## src/rtl/rr_arbiter_param.sv

```systemverilog
// rr_arbiter_param: round-robin arbiter; in clk, rst_n, req[N], ready; out grant[N], grant_valid, grant_id; ARB_WEIGHT_EN holds a grant for up to WEIGHT handshakes
module rr_arbiter_param #(
  parameter int N = 4,
  parameter int WEIGHT = 2
) (
  input  logic                 clk,
  input  logic                 rst_n,
  input  logic [N-1:0]         req,
  input  logic                 ready,
  output logic [N-1:0]         grant,
  output logic                 grant_valid,
  output logic [$clog2(N)-1:0] grant_id
);
  localparam int IW = $clog2(N);
  typedef enum logic {IDLE, BUSY} state_t;
  state_t state_q, state_d;
  logic [N-1:0] grant_q, grant_d;
  logic grant_valid_q, grant_valid_d;
  logic [IW-1:0] grant_id_q, grant_id_d, ptr_q, ptr_d, win;
  logic [IW:0] idx;
  logic found, hs, last, release_g;
`ifdef ARB_WEIGHT_EN
  logic [3:0] credit_q, credit_d;
`endif
  if (N < 2 || N > 32 || WEIGHT < 1 || WEIGHT > 15) begin : g_bad_cfg
    $error("rr_arbiter_param: N or WEIGHT out of range");
  end
  always_comb begin
    hs = grant_valid_q && ready;
`ifdef ARB_WEIGHT_EN
    last = credit_q == 4'(WEIGHT - 1) || !req[grant_id_q];
    credit_d = hs ? credit_q + 4'd1 : credit_q;
`else
    last = 1'b1;
`endif
    release_g = state_q == BUSY && ((hs && last) || (!ready && !req[grant_id_q]));
    ptr_d = release_g ? (grant_id_q == IW'(N - 1) ? '0 : grant_id_q + IW'(1)) : ptr_q;
    found = 1'b0;
    win = '0;
    idx = '0;
    for (int i = 0; i < N; i++) begin
      idx = {1'b0, ptr_d} + (IW+1)'(i);
      idx = idx >= (IW+1)'(N) ? idx - (IW+1)'(N) : idx;
      if (!found && req[idx[IW-1:0]]) begin
        found = 1'b1;
        win = idx[IW-1:0];
      end
    end
    state_d = state_q;
    grant_d = grant_q;
    grant_valid_d = grant_valid_q;
    grant_id_d = grant_id_q;
    if (state_q == IDLE || release_g) begin
      state_d = found ? BUSY : IDLE;
      grant_d = found ? N'(1) << win : '0;
      grant_valid_d = found;
      grant_id_d = found ? win : '0;
`ifdef ARB_WEIGHT_EN
      credit_d = '0;
`endif
    end
  end
  always_ff @(posedge clk or negedge rst_n) begin
    if (!rst_n) begin
      state_q <= IDLE;
      grant_q <= '0;
      grant_valid_q <= 1'b0;
      grant_id_q <= '0;
      ptr_q <= '0;
`ifdef ARB_WEIGHT_EN
      credit_q <= '0;
`endif
    end else begin
      state_q <= state_d;
      grant_q <= grant_d;
      grant_valid_q <= grant_valid_d;
      grant_id_q <= grant_id_d;
      ptr_q <= ptr_d;
`ifdef ARB_WEIGHT_EN
      credit_q <= credit_d;
`endif
    end
  end
  assign grant = grant_q;
  assign grant_valid = grant_valid_q;
  assign grant_id = grant_id_q;
endmodule
```

## config.mk

```make
export PLATFORM = sky130hd
export DESIGN_NAME = rr_arbiter_param
export DESIGN_NICKNAME = d
export VERILOG_FILES = /design/src/rtl/rr_arbiter_param.sv
export SDC_FILE = /design/constraint.sdc
export NUM_CORES = 1
export LEC_CHECK = 0
export BUFFER_PORTS_ARGS = -buffer_cell sky130_fd_sc_hd__buf_2
export CAP_MARGIN = 20
export CORE_MARGIN = 3
export CORE_UTILIZATION = 32
export CTS_BUF_LIST = sky130_fd_sc_hd__clkbuf_2 sky130_fd_sc_hd__clkbuf_4 sky130_fd_sc_hd__clkbuf_8
export DETAILED_ROUTE_END_ITERATION = 8
export RECOVER_POWER = 50
export SLEW_MARGIN = 20
export SYNTH_ARGS = -nofsm -noshare
export SYNTH_HDL_FRONTEND = slang
export SYNTH_SLANG_ARGS = --single-unit
```

## constraint.sdc

```tcl
create_clock -name clk -period 2.43 [get_ports clk]
set_input_delay 0.243 -clock clk [delete_from_list [all_inputs] [get_ports clk]]
set_output_delay 0.243 -clock clk [all_outputs]
set_load 0.02 [all_outputs]
```

==> results.md <==
- Crit path kind: reg -> reg
- DR WL/cell: 12.22 um
- # rows: 15
- Post-DP HPWL: 961.3 um
- CTS Root Cell: clkbuf_4
- Synthesis-stage register bit count: 9
- Multi-input gate area: 327.8 um^2
- Fin. max-slew vios: 0
- Vias in the first global route: 486
- First-pass DRT Iterations: 4
- Post-Syn Area: 604.3 um^2
- Yosys cell types: 27
- Top cell type's share of synthesized area: 37.27%
- Mapped Cells: 63
- Synth warn: 0
- Via count: 521
- Finished Cell Area: 709.4 um^2
- Post-CTS setup buffers: 0
- Crit-path max FO: 8
- Remaining antenna violation count: 0
- Hold WC Path Type: in -> reg
- Reg clk slew, reported paths: 0.06 ns
- Core ar.: 0.001745 mm^2
- Dpl cell area: 674.4 um^2
- Vias per inst: 5.010
- Run status: finished, final reports clean
- RSZ-0062 raised after global routing: no
- H-tree levels: 1
- Final WL: 1271 um
- GRT Residual Overflow: 0
- DIE WIDTH: 49.46 um
- GP Congestion: 0.7813
- Diode count: 0
- Critical Path RT: 2.63 ns
- Fin Setup TNS: 0 ns
- Dpl ws: 0.4546 ns
- IO Port Bufs: 13
- Area contributors post-synth: dfrtp_1, buf_6, a21oi_1
- Residual DRC count: 0
- Sequential cell area fraction in the yosys report: 37.27%
- Slew HR: 67.86%
- Mapped Nets: 71
- First-pass GRT wire length: 2263 um
- Most frequent cells in the layout: dfrtp_1, buf_2, nand2_1
- Syn avg cell area: 9.593 um^2
- Worst Slack Setup Final: 0.4438 ns
- Crit end category: flop
- CTS Sinks: 9
- Largest net degree at the start of global routing: 12
- Total GRT Usage: 12.13%
- Initial Utilization: 34.62%
- Leakage: 0.3104 nW
- Share of cells above drive strength 1: 26.58%
- Worst Path Arrival: 2.18 ns
- Max cap viols: 0
- Die height: 49.46 um
- FF+latch area: 225.2 um^2
- Cell taking the most area after synthesis: dfrtp_1
- Clock Skews: 0.001703 ns
- Critical Path Source Type: flop
- Total CTS buffers: 3
- Final setup fails: 0
- Worst skew pair latency: 0.26 ns
- Final period utilization: 81.74%
- Fin. Hold Viols: 0
- CTS tree: yes
- Min Tclk post-route: 1.986 ns
- Max Clk Rate: 503.5 MHz
- Antenna violations before repair: 0
- NumNets Final: 88
- Ports: 14
- Max Root-Sink Buffers: 2
- Starting DRT DRC Count: 27
- Worst VDD drop: 0.4944 mV
- Fill cell count: 199
- Slew @ Worst Pin: 0.4821 ns
- Layout area overhead: 17.39%
- Die ar.: 0.002446 mm^2
- Pwr per Cell Area: 1401 mW/mm^2
## routing by layer
metal | global-route usage (%) | share of wire [%] | vias to the layer above
li1 | - | - | 259
met1 | 16.26 | 46 | 233
met2 | 17.41 | 44 | 27
met3 | 2.417 | 8.2 | 2
met4 | 8.295 | 1.3 | 0
met5 | 0 | 0 | -
## repair_timing
action,CTS,global route
hold buffers,1,0
resized for setup,0,0
endpoints found under the hold margin,9,0
## sequential cells by signal, summed over array words and instances (netlist names)
name / flops
ptr_q: 2
grant: 4
grant_id: 2
state_q: 1
## power by group
part	switching, mW	total, mW	internal, mW
Combinational	0.368	0.604	0.236
Sequential	0.0478	0.261	0.214
Clock	0.0536	0.128	0.0745
Total	0.469	0.994	0.525
## cell type report
class                      instances  share of cell area, %
clock buffer                       4                  4.233
timing repair buffer              15                  10.93
tap                               25                  4.409
inverter                           4                  2.469
sequential                         9                  31.75
multi-input combinational         47                  46.21
## final timing paths
check	startpoint	end	slack (ns)	depth (start not counted)
worst max-delay path	grant_id[1]$_DFFE_PN0P_	grant_id[0]$_DFFE_PN0P_	0.44	7
worst min-delay path	req[1]	grant[1]$_DFFE_PN0P_	0.30	3
worst max register to register	grant_id[1]$_DFFE_PN0P_	grant_id[0]$_DFFE_PN0P_	0.44	7
worst min register to register	grant[0]$_DFFE_PN0P_	grant[0]$_DFFE_PN0P_	0.47	2
max in group asynchronous	rst_n	state_q$_DFFE_PN0P_	1.66	2
min in group asynchronous	rst_n	grant_id[0]$_DFFE_PN0P_	0.45	2
## per-stage QoR
step / instances / power [mW] / hold slack [ns] / util (%)
floorplan: 63 / 0.7605 / -0.05259 / -
global placement: 99 / 0.8696 / 0.1072 / 38.64
detailed placement: 99 / 0.8732 / 0.1120 / 38.64
CTS: 104 / 1.007 / 0.2886 / 40.93
global route: 104 / 1.090 / 0.3138 / 40.65
finish: 104 / 0.9940 / 0.3024 / 40.65
## synthesized netlist by cell type
cell       n
buf_6      3
nand4_1    1
or3_1      1
nand2_1    8
nor2_1     4
or4_1      1
a31oi_4    1
a31oi_1    1
mux2i_1    3
mux2i_2    1
dfrtp_1    9
inv_1      3
o221ai_2   1
and2_1     1
nor2b_1    1
nand2b_1   2
o21ai_2    2
mux2i_4    1
inv_4      1
o22ai_1    1
ha_1       1
nand3_1    1
o2111ai_1  3
o21ai_1    3
a21oi_1    6
o21ai_0    2
or2_1      1
## logic make-up (layout without fill, tap and decap cells)
| logic type | Yosys count | in the layout | share of synthesized area [%] |
|---|---|---|---|
| muxes | 5 | 5 | 10.97 |
| adders and majority gates | 1 | 1 | 2.070 |
| buffers and inverters | 7 | 23 | 8.489 |
| and+or+nand+nor | 21 | 21 | 16.77 |
| DFF | 9 | 9 | 37.27 |
| AOI/OAI and AO/OA | 20 | 20 | 24.43 |
## worst max-delay path, stage by stage (launching register included)
cell	delay (ns)
dfrtp_1	0.41
or2_1	0.27
o221ai_2	0.30
mux2i_4	0.42
inv_4	0.10
a31oi_4	0.20
o21ai_2	0.09
o21ai_2	0.13
No activity file was read; power rests on OpenSTA's default activity.
